$ cat config.mk
export PLATFORM = sky130hd
export DESIGN_NAME = sram_ctrl
export DESIGN_NICKNAME = d
export VERILOG_FILES = /design/src/rtl/sram_ctrl.sv
export SDC_FILE = /design/constraint.sdc
export NUM_CORES = 1
export LEC_CHECK = 0
export ABC_AREA = 1
export ABC_CLOCK_PERIOD_IN_PS = 2300
export BUFFER_PORTS_ARGS = -buffer_cell sky130_fd_sc_hd__clkbuf_2
export CORE_MARGIN = 1
export CORE_UTILIZATION = 50
export CTS_BUF_LIST = sky130_fd_sc_hd__clkbuf_2 sky130_fd_sc_hd__clkbuf_4 sky130_fd_sc_hd__clkbuf_8
export CTS_CLUSTER_SIZE = 20
export DETAILED_ROUTE_END_ITERATION = 10
export PLACE_DENSITY_LB_ADDON = 0.08
export SETUP_SLACK_MARGIN = 0.3
export SLEW_MARGIN = 20
export SYNTH_ARGS = -nofsm -noshare
export SYNTH_HDL_FRONTEND = slang
export SYNTH_SLANG_ARGS = --single-unit
export TNS_END_PERCENT = 30
$ cat constraint.sdc
create_clock -name clk -period 2.3 [get_ports clk]
set_input_delay 0.46 -clock clk [delete_from_list [all_inputs] [get_ports clk]]
set_output_delay 0.46 -clock clk [all_outputs]
set_load 0.01 [all_outputs]
$ cat src/rtl/sram_ctrl.sv
// sram_ctrl
// ---------------------------------------------------------------------------
// Single-port controller between an internal one-cycle request interface and
// an external asynchronous SRAM (256K x 16 by default). Requests become timed
// CS/OE/WE strobe sequences. The data-bus tri-state buffer lives outside this
// block; it is steered by data_pins_out_en.
//
// Ports
//   clk              system clock, all logic on the rising edge
//   reset            synchronous, active-high reset
//   address          word address, sampled when a request is accepted
//   data_write       write data, sampled when a write is accepted
//   write / read     level requests, only looked at while idle (write wins)
//   ready            high while idle and able to accept a request
//   data_read        last word read; updated when a read completes
//   data_pins_out    value for the external buffer to drive onto the bus
//   data_pins_in     value sampled from the SRAM data bus
//   data_pins_out_en high = external buffer drives data_pins_out
//   address_pins     registered SRAM address bus
//   CS / OE / WE     active-low SRAM strobes (registered)
//
// Every output comes straight from a flop. The flop inputs are decoded from
// the *next* state, so the strobes change on the same edge as the state does.
// ---------------------------------------------------------------------------
module sram_ctrl #(
    parameter int ADDR_W = 18,
    parameter int DATA_W = 16
) (
    input  logic              clk,
    input  logic              reset,
    input  logic [ADDR_W-1:0] address,
    input  logic [DATA_W-1:0] data_write,
    input  logic              write,
    input  logic              read,
    output logic              ready,
    output logic [DATA_W-1:0] data_read,
    output logic [DATA_W-1:0] data_pins_out,
    input  logic [DATA_W-1:0] data_pins_in,
    output logic              data_pins_out_en,
    output logic [ADDR_W-1:0] address_pins,
    output logic              CS,
    output logic              OE,
    output logic              WE
);

    typedef enum logic [2:0] {
        IDLE     = 3'd0,
        WR_SETUP = 3'd1,
        WR_PULSE = 3'd2,
        WR_HOLD  = 3'd3,
        RD_SETUP = 3'd4,
        RD_WAIT  = 3'd5
    } state_e;

    state_e              state_q, state_d;
    logic                ready_q, ready_d;
    logic                cs_q, cs_d;
    logic                oe_q, oe_d;
    logic                we_q, we_d;
    logic                out_en_q, out_en_d;
    logic [ADDR_W-1:0]   addr_q, addr_d;
    logic [DATA_W-1:0]   dout_q, dout_d;
    logic [DATA_W-1:0]   dread_q, dread_d;

    // -----------------------------------------------------------------------
    // Next-state and datapath capture
    // -----------------------------------------------------------------------
    always_comb begin
        state_d = state_q;
        addr_d  = addr_q;
        dout_d  = dout_q;
        dread_d = dread_q;

        unique case (state_q)
            IDLE: begin
                // ready_q gates acceptance: the cycle right after reset is
                // IDLE but not yet ready, so a request there is not taken.
                if (ready_q) begin
                    if (write) begin
                        state_d = WR_SETUP;
                        addr_d  = address;
                        dout_d  = data_write;
                    end else if (read) begin
                        state_d = RD_SETUP;
                        addr_d  = address;
                    end
                end
            end
            WR_SETUP: state_d = WR_PULSE;
            WR_PULSE: state_d = WR_HOLD;
            WR_HOLD:  state_d = IDLE;
            RD_SETUP: state_d = RD_WAIT;
            RD_WAIT: begin
                // OE is still low during this cycle, so the bus carries the
                // SRAM's data at the edge that leaves RD_WAIT.
                dread_d = data_pins_in;
                state_d = IDLE;
            end
            default: state_d = IDLE;
        endcase
    end

    // -----------------------------------------------------------------------
    // Output decode from the next state
    // -----------------------------------------------------------------------
    // WE is low only in WR_PULSE, so it falls one cycle after CS/out_en and
    // rises one cycle before they release. out_en is only ever high in write
    // states, where OE is high, so the bus never sees two drivers.
    always_comb begin
        ready_d  = (state_d == IDLE);
        cs_d     = (state_d == IDLE);
        oe_d     = !((state_d == RD_SETUP) || (state_d == RD_WAIT));
        we_d     = (state_d != WR_PULSE);
        out_en_d = (state_d == WR_SETUP) || (state_d == WR_PULSE) ||
                   (state_d == WR_HOLD);
    end

    // -----------------------------------------------------------------------
    // State and output registers
    // -----------------------------------------------------------------------
    always_ff @(posedge clk) begin
        if (reset) begin
            state_q  <= IDLE;
            ready_q  <= 1'b0;
            cs_q     <= 1'b1;
            oe_q     <= 1'b1;
            we_q     <= 1'b1;
            out_en_q <= 1'b0;
            addr_q   <= '0;
            dout_q   <= '0;
            dread_q  <= '0;
        end else begin
            state_q  <= state_d;
            ready_q  <= ready_d;
            cs_q     <= cs_d;
            oe_q     <= oe_d;
            we_q     <= we_d;
            out_en_q <= out_en_d;
            addr_q   <= addr_d;
            dout_q   <= dout_d;
            dread_q  <= dread_d;
        end
    end

    assign ready            = ready_q;
    assign data_read        = dread_q;
    assign data_pins_out    = dout_q;
    assign data_pins_out_en = out_en_q;
    assign address_pins     = addr_q;
    assign CS               = cs_q;
    assign OE               = oe_q;
    assign WE               = we_q;

endmodule

* Word level (Yosys, flattened, before mapping)
Cells that the tools add are included.
** Operators by class
- Equality and inequality tests :: 10
- Multipliers :: 0
- Multiplexer cells :: 6
- Shifts and indexed selects :: 0
- Add/sub/neg operators :: 0
- Div/mod/pow operators :: 0
- Reductions and logical operators :: 9
- Bitwise operators :: 0
- $lt $le $gt $ge :: 0
** Operator list (number)
- 18-bit two-way mux :: 2
- 3-bit equality test (second input constant) :: 4
- 3-bit one-hot mux with 4 select lines :: 1
- 3-bit by 2-bit equality test with 1-bit output (second input constant) :: 3
- 3-bit two-way mux :: 3
- 3-bit by 1-bit equality test with 1-bit output (second input constant) :: 2
- 3-bit zero test :: 2
- 3-bit AND reduction :: 2
- 1-bit logical OR :: 3
- 3-bit by 2-bit != test with 1-bit output (second input constant) :: 1
- 2-bit nonzero test :: 1
- 1-bit zero test :: 1
** Storage, ports and cells
- Output and inout bits :: 55
- Bits in registers :: 58
- Bits in latches :: 0
- ROM bits :: 0
- Input bits :: 54
- Word-level logic and storage cells :: 34
- Memories kept :: 0
- Bits in writable memories :: 0

* Depth between registers and ports, before layout
Gate-level depths: netlist of the first run.
- Depth after elaboration :: 7
- Mapped depth :: 7
- Mapped depth without buffers :: 6

* Worst setup path after synthesis of the first run
OpenSTA, ideal clock, no wires.
- Kind :: input to register
- Start :: input port write
- End :: register addr_q[12] (netlist: address_pins[12])
- Arrival :: 1131 ps
- Buffers on the path :: 2
- Data required time :: 2238 ps
- Setup slack :: 1106 ps
- Setup time :: 62 ps
- Stages on the path :: 6
- Cell sequence :: o21a_1 > buf_2 > buf_2 > nand3b_1 > nand2_1 > nor2_2
** Between the ends
- Cells in the longest elaborated chain, start to end :: 2
** Ends and longest elaborated chain
- start, declared :: RTL line 33 : input logic write,
- 2-bit nonzero test (no line)
- 3-bit AND reduction (no line)
- end signal, assigned :: RTL line 139 : addr_q <= addr_d;
- end, declared :: RTL line 61 : logic [ADDR_W-1:0] addr_q, addr_d;
Parallel ways exist; a longest one is shown, timed or not.
A chain may end at the register's enable or synchronous reset.

* Worst setup path after layout of the first run
- Start :: register ready_q (netlist: ready)
- End :: output port ready
** RTL lines
- start, declared :: RTL line 56 : logic ready_q, ready_d;
- start signal, assigned :: RTL line 134 : ready_q <= ready_d;
- end, declared :: RTL line 35 : output logic ready,
No word-level cell between the ends.

==> flow_summary.ini, run 1 <==
[worst_setup_path]
critPathLaunchType = flop
ff2ff_path_depth = 5
slowest_stage = dfxtp_1
regToRegEndpoint = address_pins[13]
cp.arrival_ps = 880
critPathMaxStageDelay_ps = 390
end_kind = primary output
critPathKind = flop to primary output
path_cells = clkbuf_2
rrSetupSlack_ps = 960
worst-path-buf-inv = 1
crit_family = flip-flops
crit_fanout = 5
reg2reg_from = state_q[0]
critPathRequiredTime_ps = 1840

[global_route]
grt.overflow.total = 0
grt_max_degree = 33
grt_pass1_vias = 1795
grt_usage = 0.221
grt_pass1_wl_mm = 7.46
antenna_found_initial = 0

[floorplanning]
ios = 109
initial_core_util = 0.531
fp.coreArea_um2 = 4090
die-area_um2 = 4610
rows = 23
die_h_um = 67.9
die_w_um = 67.9

[sta]
period_minus_slack_ps = 1340
final_max_slew_viol_count = 0
skew_ps = 8.55
setup-tns-final_ps = 0
fmax_mhz = 744
fin_crit_sh = 0.584
setup_viol = 0
hold_violations = 0
hold-worst-slack_ps = 344
max-slew-margin-rel = 0.609
tightest_slew_ps = 586
rsz0062_at_grt = no

[cts]
cts_sinks = 58
clk_pin_slew_ps = 60
clock_latency_ps = 320
post_cts_buffers = 0
cts_tree = built
root_buffer = clkbuf_8
cts_buffers = 9
postCtsHoldBufs = 0
cts_buffer_depth = 2
cts_resized = 0
h-tree-depth = 3

[synthesis]
synth_mux_area_frac = 0
synth_most_common_cell = nor2_1
async_reset_ff_frac = 0
synth.distinct_cells = 20
synth_common_cells = 73 x nor2_1, 58 x dfxtp_1, 33 x o21ai_0, 28 x nand2_1, 20 x inv_1
yosysWarnings = 0
avgSynthCellArea_um2 = 7.86
netlist.area_leader.share = 0.535
ys_seq_area_frac = 0.535
synth_nets = 330
synth-compound-area-share = 0.124
synth_area_um2 = 2170
synth_top_family_by_area = simple AND/OR/NAND/NOR gates
synth_ff_type = dfxtp_1
synth-seq-cells = 58
yosys.area_share.adder = 0
synth_edf_count = 0
synthCells = 276
yosys-top-cells-area = dfxtp_1 54%, nor2_1 13%, o21ai_0 7.6%
synth_largest_area_cell = dfxtp_1
synthSimpleGateAreaFrac = 0.269
synth_xor_area_frac = 0

[drt]
dr.pass1.iters = 4
vias_per_cell = 4.78
wl_mm = 4.81
first_iter_violations = 54
vias = 2101
drc = 0
ant_nets = 0
drt-wirelength-per-cell_um = 10.9

[power_and_ir_drop]
leakagePower_uw = 0.00146
total_power_uw = 3430
power_density_nw_per_um2 = 1160
ir_drop_v = 0.000580

[finish]
final_layout_size_suffix_gt1_frac = 0.349
syn_to_final_growth_pct = 36.3
diodes = 0
nets = 439

[hold_path]
whs_path_depth = 2
worstHoldStart = reset
hold_path.class = input pin to flop
min_to = state_q[1]

[outcome]
status = finished, final reports clean

[run]
max_cap_viol_count = 0

[placement]
port_buffers = 108
post-dp-hpwl_mm = 3.40
gp_congestion = 0.807
report_power, final:
group,switching [uW],internal [uW],total (uW)
logic,650,396,1050
clock network,362,644,1010
registers,125,1250,1380
total,1140,2290,3430
metal layers:
layer  track usage  vias up  share of wire
li1              -     1098              -
met1         0.248      928           0.43
met2         0.363       67           0.48
met3        0.0900        8          0.077
met4         0.104        0          0.015
met5             0        -              0
cell usage in the layout (no fill, tap or decap), types with 4 or more instances in the layout:
| master | instances |
|---|---|
| dfxtp_1 | 58 |
| clkbuf_8 | 13 |
| buf_4 | 4 |
| nand3b_1 | 18 |
| a21oi_1 | 16 |
| clkbuf_2 | 108 |
| o21ai_0 | 33 |
| nor2_1 | 73 |
| nand2_1 | 28 |
| inv_1 | 20 |
| nand3_1 | 4 |
stage by stage:
| step | setup WS (ps) | utilization | cells | area, um^2 |
|---|---|---|---|---|
| final | 956 | 0.724 | 440 | 2960 |
| after global routing | 827 | 0.724 | 440 | 2960 |
| after CTS | 942 | 0.724 | 440 | 2960 |
| after detailed placement | 783 | 0.669 | 424 | 2730 |
| after global placement | 796 | 0.669 | 424 | 2730 |
| after floorplan | 1110 | - | 276 | 2170 |
state kept, by name, indices dropped and copies added, names as in the netlist:
register,cells
address_pins,18
data_pins_out,16
data_read,16
state_q,3
CS,1
OE,1
WE,1
data_pins_out_en,1
ready,1
worst max path at each step:
stage | startpoint | to | slack, ps | depth (start not counted)
6_report | ready | ready | 960 | 1
5_1_grt | state_q[0] | address_pins[10] | 830 | 5
4_1_cts | state_q[0] | address_pins[13] | 940 | 5
3_5_place_dp | reset | address_pins[13] | 780 | 5
3_3_place_gp | reset | address_pins[12] | 800 | 5
2_1_floorplan | write | address_pins[12] | 1110 | 6
kinds of logic (layout without fill, tap and decap cells):
group,count (synthesis),in the layout
simple gates,130,130
compound gates,51,51
buf+inv,37,151
flops,58,58
layout make-up:
cell class / instances / area, um^2
multi-input combinational: 181 / 852
timing repair buffer: 112 / 571
clock inverter: 1 / 30.0
inverter: 23 / 86.3
fill: 332 / 1130
clock buffer: 15 / 194
tap: 50 / 62.6
sequential: 58 / 1160
Note: power is estimated with default switching activity, not from simulation.
==> run 2, diff against run 1 <==
Settings changed: ABC_CLOCK_PERIOD_IN_PS 2300 to 1400, CORE_UTILIZATION 50 to 47.
Clock period 2.3 ns to 1.4 ns, I/O delays scaled along.
==> flow_summary.ini, run 2 (synthesized netlist as in run 1, its figures left out) <==
[finish]
fillers = 380
final_common_cell = clkbuf_2
fin_cells = 448
diodes = 0
syn_to_final_growth_pct = 42.7
fin_area_um2 = 3100
nets = 445
largest_reg_flops = 18
final_layout_size_suffix_gt1_frac = 0.384
final_cell_mix = 108 x clkbuf_2, 72 x nor2_1, 54 x dfxtp_1

[cts]
postCtsHoldBufs = 0
cts_tree = built
cts_sinks = 58
h-tree-depth = 3
cts_buffer_depth = 2
root_buffer = clkbuf_8
cts_buffers = 9
clk_pin_slew_ps = 60
clock_latency_ps = 320

[floorplanning]
die_h_um = 69.9
rows = 24
die-area_um2 = 4890
fp.coreArea_um2 = 4380
ios = 109
initial_core_util = 0.495
die_w_um = 69.9

[sta]
hold-worst-slack_ps = 168
fmax_mhz = 885
hold_violations = 0
skew_ps = 5.44
fin_crit_sh = 0.807
max-slew-margin-rel = 0.780
final.setup.worst_slack_ps = 270
final_max_slew_viol_count = 0
setup_viol = 0
rsz0062_at_grt = yes
tightest_slew_ps = 330
setup-tns-final_ps = 0
period_minus_slack_ps = 1130

[placement]
gp_congestion = 0.801
preCtsSetupSlack_ps = 87.4
post-dp-hpwl_mm = 3.22
dp.cells = 427
place_area_um2 = 2770
port_buffers = 108

[drt]
dr.pass1.iters = 4
drc = 0
ant_nets = 0
vias = 2151
vias_per_cell = 4.80
drt-wirelength-per-cell_um = 11.0
wl_mm = 4.94
first_iter_violations = 94

[global_route]
grt_use_met1 = 0.252
grt_use_met2 = 0.325
antenna_found_initial = 0
grt_max_degree = 33
grt_pass1_wl_mm = 8.17
grt_pass1_vias = 1897
met3_usage = 0.0722
top_usage_layer = met2
grt_usage = 0.210
grt.overflow.total = 0

[worst_setup_path]
rrSetupSlack_ps = 270
critPathLaunchType = flop
critPathMostFrequentCell = nor2_4
slowest_stage = dfxtp_4
end_kind = flop
path_cells = nor2_4, nand2_4, nor2_4, buf_6, o21ai_1, nor2_1
critPathRequiredTime_ps = 1660
critPathMaxStageDelay_ps = 360
cp.arrival_ps = 1390
critPathKind = flop to flop
crit_fanout = 8

[hold_path]
hold_path.class = input pin to flop

[power_and_ir_drop]
leakagePower_uw = 0.00152
power_density_nw_per_um2 = 1840
ir_drop_v = 0.00116

[run]
max_cap_viol_count = 0

[outcome]
status = finished, final reports clean
## run 2: cell types whose count changed in the layout (fill, tap and decap cells not counted), moves of 2 or more
cell,change
buf_12,+2
buf_6,+2
clkbuf_16,+2
dfxtp_1,-4
dfxtp_2,+3
o21ai_0,-6
o21ai_1,+4
o21ai_2,+2
## run 2: final cells by class
cell class                      count  area [um^2]  share of cell area
Timing Repair Buffer              118          683               0.221
Sequential cell                    58         1170               0.377
Clock inverter                      1         5.00             0.00162
Inverter                           23         88.8              0.0287
Multi-Input combinational cell    181          886               0.286
Tap cell                           52         65.1              0.0210
Clock buffer                       15          200              0.0646
## run 2: where the power goes
group | switching [uW] | internal (uW)
Clock | 609 | 902
Combinational | 1120 | 783
Sequential | 214 | 2070
Total | 1940 | 3750
## run 2: per-stage QoR
stage	total power (uW)	util
after floorplan	3500	-
after global placement	4110	0.633
after detailed placement	4120	0.633
after CTS	5670	0.683
after global routing	6090	0.706
final	5690	0.706
## run 2: path summary, 6_finish.rpt
check                      endpoint  cells past startpoint    startpoint
setup / recovery  data_pins_out[12]                      6    state_q[0]
hold / removal           state_q[0]                      2         reset
setup reg to reg  data_pins_out[12]                      6    state_q[0]
hold reg to reg        data_read[8]                      2  data_read[8]
## run 2: worst max-delay path, delay by kind of cell, from the launching register on
kind	cells	cell delay (ps)
AOI/OAI and AO/OA	1	70
buffers and inverters	1	150
DFF	1	360
and+or+nand+nor	4	500
## run 2: metal layers
metal / up-vias / wire length (um)
met5: - / 0
met4: 0 / 85
met3: 10 / 339
met2: 75 / 2270
met1: 952 / 2250
li1: 1114 / -
## run 2: repair_timing
item	in CTS	in global routing
pin swaps	1	6
gates resized for setup	1	18
cloned	0	2
setup buffers	2	1
endpoints found under the setup margin	56	85
